$ cat config.mk
export PLATFORM = sky130hd
export DESIGN_NAME = flyback_sequencer
export DESIGN_NICKNAME = d
export VERILOG_FILES = /design/src/rtl/flyback_sequencer.sv
export SDC_FILE = /design/constraint.sdc
export NUM_CORES = 1
export LEC_CHECK = 0
export CORE_ASPECT_RATIO = 1.75
export CORE_MARGIN = 5
export CORE_UTILIZATION = 50
export DETAILED_ROUTE_END_ITERATION = 16
export PLACE_DENSITY_LB_ADDON = 0.2
export SLEW_MARGIN = 5
export SYNTH_ARGS = -nofsm -noshare
export SYNTH_HDL_FRONTEND = slang
export SYNTH_SLANG_ARGS = --single-unit
$ cat constraint.sdc
create_clock -name clk -period 1.8 [get_ports clk]
set_clock_uncertainty 0.1 [all_clocks]
set_input_delay 0.27 -clock clk [delete_from_list [all_inputs] [get_ports clk]]
set_output_delay 0.27 -clock clk [all_outputs]
set_load 0.005 [all_outputs]
$ cat src/rtl/flyback_sequencer.sv
// -----------------------------------------------------------------------------
// flyback_sequencer
// Closed-loop supervisor for the flyback PWM generator. The block handles:
//   - power-up through a stepped soft-start;
//   - regulation, moving the 2-bit duty code one step per switching period
//     from the vout_low comparator;
//   - counting consecutive over-current periods, and forcing the converter
//     off on a fault.
// The PWM generator's period-wrap pulse is the regulation timebase.
//
// Optional build macro: FLYBACK_SEQ_AUTO_RETRY_EN
//   defined   : FAULT -> COOLDOWN (COOLDOWN_CYCLES clk) -> retry/idle
//   undefined : FAULT latches until enable_i drops; COOLDOWN is not built
//
// Ports:
//   clk               system clock
//   rst_n             asynchronous active-low reset
//   enable_i          run request (1 = start/run)
//   period_start_i    one-clk pulse at each PWM period wrap
//   vout_low_async_i  async comparator, 1 = output below target
//   ocp_async_i       async comparator, 1 = switch over-current
//   duty_o            duty code to the PWM generator
//   pwm_en_o          PWM generator enable
//   state_o           FSM state encoding
//   fault_o           fault indicator
//   pgood_o           power good
// -----------------------------------------------------------------------------
`timescale 1ns/1ps
module flyback_sequencer #(
    parameter int unsigned SS_PERIODS      = 16,
    parameter int unsigned FAULT_LIMIT     = 3,
    parameter int unsigned COOLDOWN_CYCLES = 2000,
    parameter int unsigned CNT_W           = 12
) (
    input  logic       clk,
    input  logic       rst_n,
    input  logic       enable_i,
    input  logic       period_start_i,
    input  logic       vout_low_async_i,
    input  logic       ocp_async_i,
    output logic [1:0] duty_o,
    output logic       pwm_en_o,
    output logic [2:0] state_o,
    output logic       fault_o,
    output logic       pgood_o
);

    typedef enum logic [2:0] {
        ST_IDLE      = 3'b000,
        ST_SOFTSTART = 3'b001,
        ST_REGULATE  = 3'b010,
        ST_FAULT     = 3'b011,
        ST_COOLDOWN  = 3'b100
    } state_e;

    localparam int unsigned      OCP_W    = $clog2(FAULT_LIMIT + 1);
    localparam logic [CNT_W-1:0] SS_LAST  = CNT_W'(SS_PERIODS - 1);
    localparam logic [CNT_W-1:0] CNT_ONE  = CNT_W'(1);
    localparam logic [OCP_W-1:0] OCP_MAX  = OCP_W'(FAULT_LIMIT);
    localparam logic [OCP_W-1:0] OCP_ONE  = OCP_W'(1);
`ifdef FLYBACK_SEQ_AUTO_RETRY_EN
    localparam logic [CNT_W-1:0] CD_LAST  = CNT_W'(COOLDOWN_CYCLES - 1);
`endif

    state_e           state_q, state_d;
    logic [1:0]       duty_q, duty_d;
    logic             pwm_en_q, pwm_en_d;
    logic             fault_q, fault_d;
    logic             pgood_q, pgood_d;
    logic [CNT_W-1:0] ss_cnt_q, ss_cnt_d;
    logic [OCP_W-1:0] ocp_cnt_q, ocp_cnt_d;
    logic             ocp_seen_q, ocp_seen_d;
`ifdef FLYBACK_SEQ_AUTO_RETRY_EN
    logic [CNT_W-1:0] cd_cnt_q, cd_cnt_d;
`endif
    logic [1:0]       vl_sync_q, oc_sync_q;
    logic             vl_s, oc_s;
    logic             running_s, ocp_hit_s, fault_now_s;
    logic [OCP_W-1:0] ocp_inc_s;

    assign vl_s = vl_sync_q[1];
    assign oc_s = oc_sync_q[1];

    // Two-flop synchronizers for the asynchronous comparator inputs.
    always_ff @(posedge clk or negedge rst_n) begin
        if (!rst_n) begin
            vl_sync_q <= 2'b00;
            oc_sync_q <= 2'b00;
        end else begin
            vl_sync_q <= {vl_sync_q[0], vout_low_async_i};
            oc_sync_q <= {oc_sync_q[0], ocp_async_i};
        end
    end

    // Next-state, counter and output logic.
    always_comb begin
        state_d    = state_q;
        duty_d     = duty_q;
        pwm_en_d   = pwm_en_q;
        fault_d    = fault_q;
        ss_cnt_d   = ss_cnt_q;
        ocp_cnt_d  = ocp_cnt_q;
        ocp_seen_d = ocp_seen_q;
`ifdef FLYBACK_SEQ_AUTO_RETRY_EN
        cd_cnt_d   = cd_cnt_q;
`endif

        running_s   = (state_q == ST_SOFTSTART) || (state_q == ST_REGULATE);
        // A period counts as over-current if the sticky flag caught it or the
        // comparator is asserted on the period boundary itself.
        ocp_hit_s   = ocp_seen_q | oc_s;
        ocp_inc_s   = (ocp_cnt_q == OCP_MAX) ? OCP_MAX : (ocp_cnt_q + OCP_ONE);
        fault_now_s = period_start_i && ocp_hit_s && (ocp_inc_s == OCP_MAX);

        // Over-current bookkeeping only runs while switching; a set in the
        // same cycle as the period clear wins.
        if (running_s) begin
            if (oc_s) begin
                ocp_seen_d = 1'b1;
            end else if (period_start_i) begin
                ocp_seen_d = 1'b0;
            end else begin
                ocp_seen_d = ocp_seen_q;
            end
            if (period_start_i) begin
                ocp_cnt_d = ocp_hit_s ? ocp_inc_s : {OCP_W{1'b0}};
            end else begin
                ocp_cnt_d = ocp_cnt_q;
            end
        end else begin
            ocp_seen_d = 1'b0;
            ocp_cnt_d  = {OCP_W{1'b0}};
        end

        case (state_q)
            ST_IDLE: begin
                duty_d   = 2'b00;
                fault_d  = 1'b0;
                ss_cnt_d = {CNT_W{1'b0}};
                if (enable_i) begin
                    state_d  = ST_SOFTSTART;
                    pwm_en_d = 1'b1;
                end else begin
                    pwm_en_d = 1'b0;
                end
            end
            ST_SOFTSTART, ST_REGULATE: begin
                if (!enable_i) begin
                    state_d  = ST_IDLE;
                    pwm_en_d = 1'b0;
                    duty_d   = 2'b00;
                end else if (!period_start_i) begin
                    state_d  = state_q;
                end else if (fault_now_s) begin
                    state_d  = ST_FAULT;
                    pwm_en_d = 1'b0;
                    duty_d   = 2'b00;
                    fault_d  = 1'b1;
                end else if (state_q == ST_REGULATE) begin
                    // Saturating one-step regulation per period.
                    if (vl_s) begin
                        duty_d = (duty_q != 2'b11) ? (duty_q + 2'b01) : duty_q;
                    end else begin
                        duty_d = (duty_q != 2'b00) ? (duty_q - 2'b01) : duty_q;
                    end
                end else if (!vl_s) begin
                    // Output already in regulation: leave soft-start early.
                    state_d = ST_REGULATE;
                end else if (ss_cnt_q == SS_LAST) begin
                    if (duty_q != 2'b11) begin
                        duty_d   = duty_q + 2'b01;
                        ss_cnt_d = {CNT_W{1'b0}};
                    end else begin
                        state_d  = ST_REGULATE;
                    end
                end else begin
                    ss_cnt_d = ss_cnt_q + CNT_ONE;
                end
            end
            ST_FAULT: begin
                pwm_en_d = 1'b0;
                duty_d   = 2'b00;
`ifdef FLYBACK_SEQ_AUTO_RETRY_EN
                state_d  = ST_COOLDOWN;
                cd_cnt_d = {CNT_W{1'b0}};
`else
                if (!enable_i) begin
                    state_d = ST_IDLE;
                    fault_d = 1'b0;
                end else begin
                    fault_d = 1'b1;
                end
`endif
            end
`ifdef FLYBACK_SEQ_AUTO_RETRY_EN
            ST_COOLDOWN: begin
                duty_d = 2'b00;
                if (cd_cnt_q == CD_LAST) begin
                    fault_d  = 1'b0;
                    ss_cnt_d = {CNT_W{1'b0}};
                    if (enable_i) begin
                        state_d  = ST_SOFTSTART;
                        pwm_en_d = 1'b1;
                    end else begin
                        state_d  = ST_IDLE;
                        pwm_en_d = 1'b0;
                    end
                end else begin
                    cd_cnt_d = cd_cnt_q + CNT_ONE;
                    pwm_en_d = 1'b0;
                end
            end
`endif
            default: begin
                state_d  = ST_IDLE;
                duty_d   = 2'b00;
                pwm_en_d = 1'b0;
                fault_d  = 1'b0;
                ss_cnt_d = {CNT_W{1'b0}};
            end
        endcase

        // Power good needs a full cycle in REGULATE and drops on the same edge
        // as any exit from it.
        pgood_d = (state_q == ST_REGULATE) && (state_d == ST_REGULATE) && !vl_s;
    end

    // State, counter and registered output flops.
    always_ff @(posedge clk or negedge rst_n) begin
        if (!rst_n) begin
            state_q    <= ST_IDLE;
            duty_q     <= 2'b00;
            pwm_en_q   <= 1'b0;
            fault_q    <= 1'b0;
            pgood_q    <= 1'b0;
            ss_cnt_q   <= {CNT_W{1'b0}};
            ocp_cnt_q  <= {OCP_W{1'b0}};
            ocp_seen_q <= 1'b0;
`ifdef FLYBACK_SEQ_AUTO_RETRY_EN
            cd_cnt_q   <= {CNT_W{1'b0}};
`endif
        end else begin
            state_q    <= state_d;
            duty_q     <= duty_d;
            pwm_en_q   <= pwm_en_d;
            fault_q    <= fault_d;
            pgood_q    <= pgood_d;
            ss_cnt_q   <= ss_cnt_d;
            ocp_cnt_q  <= ocp_cnt_d;
            ocp_seen_q <= ocp_seen_d;
`ifdef FLYBACK_SEQ_AUTO_RETRY_EN
            cd_cnt_q   <= cd_cnt_d;
`endif
        end
    end

    assign state_o  = state_q;
    assign duty_o   = duty_q;
    assign pwm_en_o = pwm_en_q;
    assign fault_o  = fault_q;
    assign pgood_o  = pgood_q;

endmodule

# After elaboration in Yosys (flattened, before gate mapping)
# Cells that the tools add are included.
# word_totals
register_bits,27
latch_bits,0
mem_bits_rw,0
mem_bits_ro,0
in_bits,6
output_inout_bits,8
mem_count,0
# classes
n_addsub,4
multipliers,0
n_div,0
n_lt_le_gt_ge,0
n_eq_ne,22
shifts,0
mux,44
bitwise_logic,2
reduce_logical,13
# op_table
cell,n
12-bit two-way mux,7
2-bit two-way mux,14
3-bit two-way mux,9
12-bit case mux with 2 select lines,1
2-bit inequality test (second input constant),8
5-bit inequality test (second input constant),3
12-bit by 1-bit adder with 12-bit output (second input constant),1
12-bit by 4-bit == test with 1-bit output (second input constant),1
3-bit inequality test (second input constant),4
1-bit two-way mux,10
3-bit by 2-bit == test with 1-bit output (second input constant),3
3-bit case mux with 3 select lines,1
7-bit AND reduction,1
2-bit by 1-bit adder with 2-bit output (second input constant),2
2-bit == test (second input constant),2
1-bit logical AND,4
1-bit case mux with 2 select lines,2
4-bit AND reduction,1
3-bit by 1-bit == test with 1-bit output (second input constant),1
3-bit logical NOT,1
3-bit AND reduction,1
2-bit AND reduction,1
2-bit nonzero test,1
2-bit OR reduction,1
5 further kinds,5

# Depth between registers and ports, before layout
# Gate-level depths: netlist of the first run.
# depth
word_depth,12
depth_mapped,8
depth_no_buf,6

# Worst setup path before layout of the first run
# OpenSTA, ideal clock, no wires.
# synth_path
path_kind,reg-to-reg
start,register ss_cnt_q[0]
end,register ss_cnt_q[6]
arrival_time_ps,1767
t_required_ps,1596
setup_slack_ps,-170
path_stages_with_launch,8
path_buffers,1
period_less_slack_ps,1970
cell_sequence,dfrtp_1 ha_1 and4b_4 a41oi_2 a31oi_2 nand2b_4 buf_6 o41ai_2
# synth_via
elab_chain_cells,8
# synth_rtl
element,line,text
start: declaration,70,"logic [CNT_W-1:0] ss_cnt_q, ss_cnt_d;"
start signal: assignment,236,ss_cnt_q <= {CNT_W{1'b0}};
start signal: assignment,248,ss_cnt_q <= ss_cnt_d;
12-bit by 1-bit adder with 12-bit output / 12-bit by 4-bit == test with 1-bit output (equally long branches),"177, 169",
12-bit two-way mux,169,end else if (ss_cnt_q == SS_LAST) begin
12-bit two-way mux,166,end else if (!vl_s) begin
12-bit two-way mux,159,end else if (state_q == ST_REGULATE) begin
12-bit two-way mux,154,end else if (fault_now_s) begin
12-bit two-way mux,152,end else if (!period_start_i) begin
12-bit two-way mux,148,if (!enable_i) begin
12-bit case mux with 2 select lines,135,case (state_q)
# Parallel ways exist; a longest one is shown, timed or not. The select of a mux whose other input is x is not followed.
# A chain may end at the register's enable or synchronous reset.

# Worst setup path after layout of the first run
# layout_path
start,register ss_cnt_q[1]
end,register ss_cnt_q[5]
# The elaborated chain is that of the path after synthesis.

==> reports/qor.yml, run 1 <==
cts:
  cts_root_buf: "clkbuf_8"
  clkLatencyLatePin_ns: 0.27
  htree_levels: 1
  cts_tree: "done"
  cts_buffers: 3
  path_clk_slew_ns: 0.09
  ctsHoldBuffers: 0
  clock-sinks: 27
  cts.path.max_buffers: 2
drt:
  dr_total_vias: 1301
  drt-vias-per-instance: 5.887
  wl_per_cell_um: 16.27
  drtPass1Iterations: 4
  drt.antenna.violating_nets: 0
  wirelength_um: 3595
  drt_iter0_drc: 29
  drc: 0
power_and_ir_drop:
  p_per_area_mw_per_mm2: 552.1
  p_leak_nw: 0.8724
  power.total_mw: 1.096
  ir_drop_mv: 0.5696
setup_path:
  end_kind: "register"
  crit_cells: 7
  rr_worst_depth: 7
  crit_path_cell_trace: "ha_2 > and4b_4 > and3_4 > buf_6 > nor2_4 > nand2b_4 > o41ai_2"
  crit_path_start: "ss_cnt_q[1]"
  cp-start-kind: "register"
  rr_endpoint: "ss_cnt_q[5]"
  critPathMaxFanout: 7
  critPathKind: "register to register"
  worstReg2RegStart: "ss_cnt_q[1]"
  max_stage_delay_ns: 0.40
  cp_slowest_cell: "dfrtp_1"
  worstPathRequired_ns: 1.88
  reg2reg_slack_ns: -0.05
  cp.arrival_ns: 1.93
  critPathBufInv: 1
  critical_path.top_delay_family: "simple AND/OR/NAND/NOR gates"
yosys:
  synth_top_area_share_pct: 46.08
  synth.avg_cell_area_um2: 9.776
  synth_edf_count: 0
  synth_area_leader_cell: "dfrtp_1"
  mappedNetlistNets: 161
  synth_cell_types: 44
  yosys_warnings: 0
  ys.flop_type: "dfrtp_1"
  ys_top_cells_by_count: "dfrtp_1, nand2_1, o21ai_0"
  async_flop_share_pct: 100.0
  synth_area_leaders: "dfrtp_1, o21ai_0, ha_1, nand2_1, o31ai_1"
  synth_cells: 150
  synth.yosys.seq_area_share_pct: 46.08
  netlist_area_mm2: 0.001466
  synth_most_common_cell: "dfrtp_1"
  synth-seq-cells: 27
grt:
  grt_pass1_wl_um: 6099
  grt_max_degree: 28
  grt.overflow.total: 0
  antenna_found_initial: 0
  grt_pass1_vias: 1361
  groute.usage.overall_pct: 18.98
finish:
  drive_above_1_share_pct: 32.64
  diodes: 0
  final_core_util_pct: 69.36
  fin_nets: 205
  fillCellCount: 235
  fin_area_mm2: 0.001986
  area_delta_synth_final_pct: 35.41
timing:
  grt_setup_unrepaired: "true"
  max_clock_freq_ghz: 0.5411
  period_needed_ns: 1.848
  hold_viol_final: 0
  setup_viol_count_final: 3
  drv_slew: 0
  setup_ws_ns: -0.04796
  period_share_pct: 102.7
  finalHoldWorstSlack_ns: 0.2581
place:
  post-dp-hpwl_um: 2626
  dpl-instance-area_mm2: 0.001814
  port_buffers: 13
  gp_congestion: 0.8842
status:
  status: "finished, violations left"
  violations: "negative setup slack"
job:
  cap_violations: 0
floorplanning:
  start_util_pct: 51.22
  core_area_mm2: 0.002863
  rows: 26
  die_w_um: 50.94
  die_area_mm2: 0.004158
  die_y_um: 81.64
  ioPinCount: 14
min_path:
  worstHoldPathType: "primary input to async pin"
timing repair:
| action | CTS | global route |
|---|---|---|
| hold endpoints to repair | 0 | 0 |
| pin swaps | 2 | 6 |
| setup buffers | 1 | 2 |
| cloned | 1 | 0 |
| setup endpoints to repair | 12 | 17 |
| resized for setup | 4 | 27 |
stage by stage:
step | setup TNS [ns] | std cells | setup WS (ns)
2_1_floorplan | -0.1196 | 150 | -0.04412
3_3_place_gp | -0.5788 | 213 | -0.06494
3_5_place_dp | -1.123 | 213 | -0.1199
4_1_cts | -0.006322 | 219 | -0.006322
5_1_grt | -0.9409 | 221 | -0.1060
6_report | -0.07620 | 221 | -0.04796
cell families (layout without fill, tap and decap cells):
family | count (synthesis) | in the layout | synth area share (%)
other | 1 | 1 | 0.2557
buffers and inverters | 13 | 55 | 4.437
AND/OR/NAND/NOR | 55 | 56 | 20.05
flip-flops | 27 | 27 | 46.08
multiplexers | 3 | 3 | 2.048
adder cells (fa/ha/maj) | 6 | 6 | 4.949
XOR/XNOR | 1 | 1 | 0.5974
AO/OA/AOI/OAI | 44 | 44 | 21.59
power by group:
part	switching, mW	internal, mW	leakage [nW]	total, mW
clock network	0.191	0.155	0.0255	0.347
logic	0.0642	0.0575	0.486	0.122
registers	0.0106	0.617	0.361	0.628
total	0.266	0.830	0.872	1.10
worst max path at each step:
| stage | to | slack, ns |
|---|---|---|
| final | ss_cnt_q[5] | -0.05 |
| after detailed placement | ss_cnt_q[5] | -0.12 |
| after global placement | duty_o[0] | -0.06 |
| after CTS | ss_cnt_q[5] | -0.006 |
| after floorplan | ss_cnt_q[5] | -0.04 |
| after global routing | ss_cnt_q[5] | -0.11 |
routing by layer:
layer,GRT usage (%),vias to the layer above,part of all wire [%]
met5,0,-,0
met4,8.440,0,1.8
met3,2.722,6,2.9
met2,35.57,29,58
met1,20.26,635,37
li1,-,631,-
layout by cell type, fill, tap and decap left out, types with 3 or more instances in the layout:
cell	Yosys	final
buf_4	1	30
dfrtp_1	27	26
nand2_1	15	14
clkdlybuf4s50_1	0	13
nor2_1	8	8
o21ai_1	1	7
nor3_1	7	6
inv_1	5	5
o21ai_2	0	5
nand3_1	5	5
nand2b_1	4	4
nor3b_1	4	4
a211oi_1	4	4
a21oi_1	5	4
o31ai_1	5	4
ha_1	5	4
a31oi_1	3	3
mux2i_1	3	3
o21ai_0	14	3
o41ai_2	2	3
clkbuf_8	0	3
sequential cells by signal, indices dropped and copies added, names as in the netlist:
signal,cells
state_o,3
pgood_o,1
vl_sync_q,2
fault_o,1
ss_cnt_q,12
oc_sync_q,2
ocp_seen_q,1
duty_o,2
ocp_cnt_q,2
pwm_en_o,1
worst register-to-register path: stages, from the launching register on:
cell	delay (ns)
dfrtp_1	0.40
ha_2	0.20
and4b_4	0.20
and3_4	0.18
buf_6	0.12
nor2_4	0.17
nand2b_4	0.11
o41ai_2	0.28
final cells by class:
cell class | instances | area (µm²) | share of cell area, %
Clock buffer | 3 | 41.29 | 2.079
Sequential cell | 27 | 676.9 | 34.09
Tap cell | 28 | 35.03 | 1.764
Clock inverter | 1 | 5.005 | 0.2520
Inverter | 6 | 22.52 | 1.134
Multi-Input combinational cell | 111 | 827.0 | 41.65
Timing Repair Buffer | 45 | 377.9 | 19.03
(Power assumes the default switching activity.)
==> run 2: changes to the inputs <==
--- a/config.mk
+++ b/config.mk
@@ -9,7 +9,7 @@
 export CORE_MARGIN = 5
 export CORE_UTILIZATION = 50
 export DETAILED_ROUTE_END_ITERATION = 16
-export PLACE_DENSITY_LB_ADDON = 0.2
+export PLACE_DENSITY_LB_ADDON = 0.3
 export SLEW_MARGIN = 5
 export SYNTH_ARGS = -nofsm -noshare
 export SYNTH_HDL_FRONTEND = slang
==> run 2 against run 1 <==
The run still ends with negative setup slack left. Register-to-register slack better by 0.02 ns. Via count up 5.6%. Flip-flop and latch count unchanged. Utilization about the same. First-iteration DRC count rose to 2.9 times the previous value. Global-route usage up 0.72 points. Clock power down 2%. Cell count down 0.45%. Wire length up 7.7%. Critical endpoint unchanged. Largest cell class unchanged.
==> reports/qor.yml, run 2 (synthesized netlist as in run 1, its figures left out) <==
status:
  status: "finished, violations left"
  violations: "negative setup slack"
drt:
  drt.antenna.violating_nets: 0
  drtPass1Iterations: 4
  drc: 0
  dr_total_vias: 1374
  wl_per_cell_um: 17.60
  drt-vias-per-instance: 6.245
  drt_iter0_drc: 85
  wirelength_um: 3871
cts:
  clkLatencyLatePin_ns: 0.27
  htree_levels: 1
  cts_root_buf: "clkbuf_8"
  cts_tree: "done"
  path_clk_slew_ns: 0.09
  cts.path.max_buffers: 2
  clock-sinks: 27
  cts_buffers: 3
timing:
  grt_setup_unrepaired: "true"
  drv_slew: 0
  period_needed_ns: 1.831
  max_clock_freq_ghz: 0.5461
  setup_viol_count_final: 2
  setup_ws_ns: -0.03131
  hold_viol_final: 0
  period_share_pct: 101.7
  finalHoldWorstSlack_ns: 0.2684
floorplanning:
  ioPinCount: 14
  die_y_um: 81.64
  die_area_mm2: 0.004158
  rows: 26
  die_w_um: 50.94
  start_util_pct: 51.22
  core_area_mm2: 0.002863
setup_path:
  worstPathRequired_ns: 1.88
  crit_path_start: "ss_cnt_q[1]"
  cp_slowest_cell: "dfrtp_1"
  critical_path.top_delay_family: "simple AND/OR/NAND/NOR gates"
  cp-start-kind: "register"
  critPathBufInv: 1
  end_kind: "register"
  cp.arrival_ns: 1.91
  worstReg2RegStart: "ss_cnt_q[1]"
  crit_path_cell_trace: "ha_2 > and4b_4 > and3_4 > buf_6 > nor2_4 > nand2b_4 > o41ai_4"
  critPathKind: "register to register"
  max_stage_delay_ns: 0.39
  critPathMaxFanout: 5
power_and_ir_drop:
  p_per_area_mw_per_mm2: 550.8
  ir_drop_mv: 0.5028
  p_leak_nw: 0.8891
  power.total_mw: 1.093
grt:
  antenna_found_initial: 0
  grt_pass1_vias: 1436
  groute.usage.overall_pct: 19.69
  grt_pass1_wl_um: 6361
  grt_max_degree: 28
  grt.overflow.total: 0
finish:
  fin_area_mm2: 0.001984
  final_cells: 220
  layout.cells.most_common: "buf_4"
  register_area_um2: 676.9
  fin_nets: 204
  fillCellCount: 226
  multi_input_area_um2: 830.8
  final_cell_mix: "buf_4, dfrtp_1, nand2_1, clkdlybuf4s50_1, o21ai_1"
  drive_above_1_share_pct: 30.21
  largest_reg_flops: 12
  area_delta_synth_final_pct: 35.32
  diodes: 0
  largest-register: "ss_cnt_q"
place:
  dpl-instance-area_mm2: 0.001799
  dp.cells: 211
  gp_congestion: 0.9878
  post-dp-hpwl_um: 2809
  port_buffers: 13
job:
  cap_violations: 0
min_path:
  worstHoldPathType: "primary input to async pin"
[run 2: cell type report]
type                       instances  share of cell area, %
multi-input combinational        111                  41.87
sequential                        27                  34.11
timing repair buffer              44                  18.85
clock buffer                       4                  2.270
tap                               28                  1.765
inverter                           6                  1.135
[run 2: final timing paths]
check | to | slack [ns] | cells after the start
max | ss_cnt_q[5] | -0.03 | 7
min | ss_cnt_q[6] | 0.27 | 2
max reg2reg | ss_cnt_q[5] | -0.03 | 7
min reg2reg | vl_sync_q[1] | 0.27 | 0
max in group asynchronous | state_o[1] | 1.05 | 2
min in group clk | vl_sync_q[1] | 0.27 | 0
[run 2: routing by layer]
metal	global-route usage, %	vias to the layer above	wire length (µm)
li1	-	631	-
met1	20.05	668	1361
met2	35.95	56	2224
met3	3.267	19	151
met4	12.28	0	133
met5	0	-	0
[run 2: power breakdown]
group	total [mW]	leakage, nW	switching (mW)	internal [mW]
logic	0.123	0.505	0.0650	0.0575
registers	0.630	0.361	0.0121	0.617
clock network	0.341	0.0228	0.182	0.159
total	1.09	0.889	0.259	0.834
[run 2: per-stage QoR]
step	TNS [ns]	util [%]	setup WS [ns]
2_1_floorplan	-0.1196	-	-0.04412
3_3_place_gp	-0.3437	62.85	-0.05019
3_5_place_dp	-0.9176	62.85	-0.1300
4_1_cts	-0.0004871	64.73	-0.0004871
5_1_grt	-0.8287	69.32	-0.09646
6_report	-0.06223	69.32	-0.03131
[run 2: what timing repair did]
item / CTS / global route
endpoints found under the setup margin: 2 / 16
cloned: 1 / 0
endpoints found under the hold margin: 0 / 0
pin swaps: 1 / 7
resized for setup: 2 / 26
hold buffers: 0 / 0
setup buffers: 0 / 4
==> run 3: changes to the inputs <==
--- a/config.mk
+++ b/config.mk
@@ -7,9 +7,9 @@
 export LEC_CHECK = 0
 export CORE_ASPECT_RATIO = 1.75
 export CORE_MARGIN = 5
-export CORE_UTILIZATION = 50
+export CORE_UTILIZATION = 55
 export DETAILED_ROUTE_END_ITERATION = 16
-export PLACE_DENSITY_LB_ADDON = 0.3
+export PLACE_DENSITY = 0.8
 export SLEW_MARGIN = 5
 export SYNTH_ARGS = -nofsm -noshare
 export SYNTH_HDL_FRONTEND = slang
==> constraint.sdc (replaced) <==
create_clock -name clk -period 1.9 [get_ports clk]
set_clock_uncertainty 0.1 [all_clocks]
set_input_delay 0.38 -clock clk [delete_from_list [all_inputs] [get_ports clk]]
set_output_delay 0.38 -clock clk [all_outputs]
set_load 0.005 [all_outputs]
==> run 3 against run 2 <==
The flow still finishes with violations (negative setup slack). Via count fell by 4.0%. Combinational power fell by 12%. Cell area fell by 4.9%.
==> reports/qor.yml, run 3 (synthesized netlist as in run 1, its figures left out) <==
drt:
  wirelength_um: 3708
  drt.antenna.violating_nets: 0
  drt_iter0_drc: 43
  drtPass1Iterations: 4
  drc: 0
  wl_per_cell_um: 17.41
  drt-vias-per-instance: 6.192
  dr_total_vias: 1319
floorplanning:
  die_y_um: 78.31
  die_w_um: 49.03
  rows: 24
  die_area_mm2: 0.003839
  ioPinCount: 14
  core_area_mm2: 0.002522
  start_util_pct: 58.13
cts:
  cts.path.max_buffers: 2
  clkLatencyLatePin_ns: 0.27
  path_clk_slew_ns: 0.09
  htree_levels: 1
  clock-sinks: 27
  cts_root_buf: "clkbuf_8"
  cts_tree: "done"
  ctsHoldBuffers: 0
  cts_buffers: 3
finish:
  diodes: 0
  final_cell_mix: "dfrtp_1, buf_4, nand2_1, o21ai_0, clkdlybuf4s50_1"
  fin_nets: 199
  largest_reg_flops: 12
  fin_area_mm2: 0.001888
  final_core_util_pct: 74.85
  layout.cells.most_common: "dfrtp_1"
  largest-register: "ss_cnt_q"
  final_cells: 213
  drive_above_1_share_pct: 26.20
  area_delta_synth_final_pct: 28.75
setup_path:
  cp.arrival_ns: 1.96
  cp_slowest_cell: "dfrtp_1"
  critPathMaxFanout: 6
  reg2reg_slack_ns: -0.005
  cp-start-kind: "register"
  end_kind: "register"
  cpMostUsedCell: "buf_4"
  critPathKind: "register to register"
  worstPathRequired_ns: 1.95
  crit_path_cell_trace: "nor4_2 > buf_4 > and3_4 > buf_4 > a211oi_1 > o21ai_0 > o31ai_2"
  worstReg2RegStart: "ss_cnt_q[9]"
  rr_endpoint: "ss_cnt_q[8]"
  rr_worst_depth: 7
  max_stage_delay_ns: 0.41
grt:
  grt.overflow.total: 0
  antenna_found_initial: 0
  grt_max_degree: 28
  groute.usage.overall_pct: 20.24
  grt_pass1_vias: 1391
  grt_pass1_wl_um: 6327
timing:
  period_share_pct: 100.3
  hold_viol_final: 0
  drv_slew: 0
  setup_ws_ns: -0.005215
  period_needed_ns: 1.905
  grt_setup_unrepaired: "true"
  max_clock_freq_ghz: 0.5249
  fin_setup_tns_ns: -0.005215
  finalHoldWorstSlack_ns: 0.2581
  setup_viol_count_final: 1
job:
  cap_violations: 0
status:
  status: "finished, violations left"
  violations: "negative setup slack"
power_and_ir_drop:
  p_leak_nw: 0.8319
  ir_drop_mv: 0.4246
  p_per_area_mw_per_mm2: 545.2
  power.total_mw: 1.029
place:
  post-dp-hpwl_um: 2651
  port_buffers: 13
  gp_congestion: 0.9174
  post-place-ws_ns: -0.1067
  dp.cells: 207
  dpl-instance-area_mm2: 0.001782
min_path:
  min_path_cells: 0
  whs_endpoint: "oc_sync_q[1]"
  min_from: "oc_sync_q[0]"
  worstHoldPathType: "register to register"
run 3: cell count changes in the layout (fill, tap and decap cells not counted), sizes merged:
| cell | before | now |
|---|---|---|
| buf | 31 | 26 |
run 3: power by group:
| part | total [mW] | switching, mW | internal (mW) |
|---|---|---|---|
| clock network | 0.327 | 0.177 | 0.150 |
| logic | 0.108 | 0.0572 | 0.0504 |
| registers | 0.594 | 0.00948 | 0.585 |
| total | 1.03 | 0.244 | 0.785 |
run 3: how the worst max path moves through the flow:
stage	start	to	slack (ns)	depth (start not counted)
2_1_floorplan	ss_cnt_q[0]	ss_cnt_q[6]	0.006	8
3_3_place_gp	period_start_i	ss_cnt_q[2]	-0.07	6
3_5_place_dp	period_start_i	ss_cnt_q[6]	-0.11	6
4_1_cts	ss_cnt_q[0]	ss_cnt_q[6]	0.002	7
5_1_grt	ss_cnt_q[0]	ss_cnt_q[8]	-0.13	7
6_report	ss_cnt_q[9]	ss_cnt_q[8]	-0.005	7
run 3: final cells by class:
type	instances	area, µm²
fillers	186	634.4
repair buffers	39	332.8
multi-input cells	111	779.5
clock buffers	4	45.04
flip-flops and latches	27	675.6
inverters	6	22.52
well taps	26	32.53
run 3: per-layer routing:
| layer | GRT usage [%] | vias up | wire length (µm) |
|---|---|---|---|
| li1 | - | 620 | - |
| met4 | 7.547 | 0 | 38 |
| met1 | 21.84 | 652 | 1351 |
| met3 | 2.841 | 6 | 102 |
| met2 | 38.61 | 41 | 2216 |
| met5 | 0 | - | 0 |
run 3: worst max-delay path: cells and delay by family (launching register included):
family,cells,cell delay (ns)
flops,1,0.41
simple gates,2,0.53
compound gates,3,0.45
buf+inv,2,0.31
run 3: timing repair:
item | 4_1_cts | 5_1_grt
endpoints found under the setup margin | 4 | 11
buffers inserted | 1 | 0
gates resized for setup | 1 | 9
pin swaps | 1 | 3
gates cloned | 1 | 0
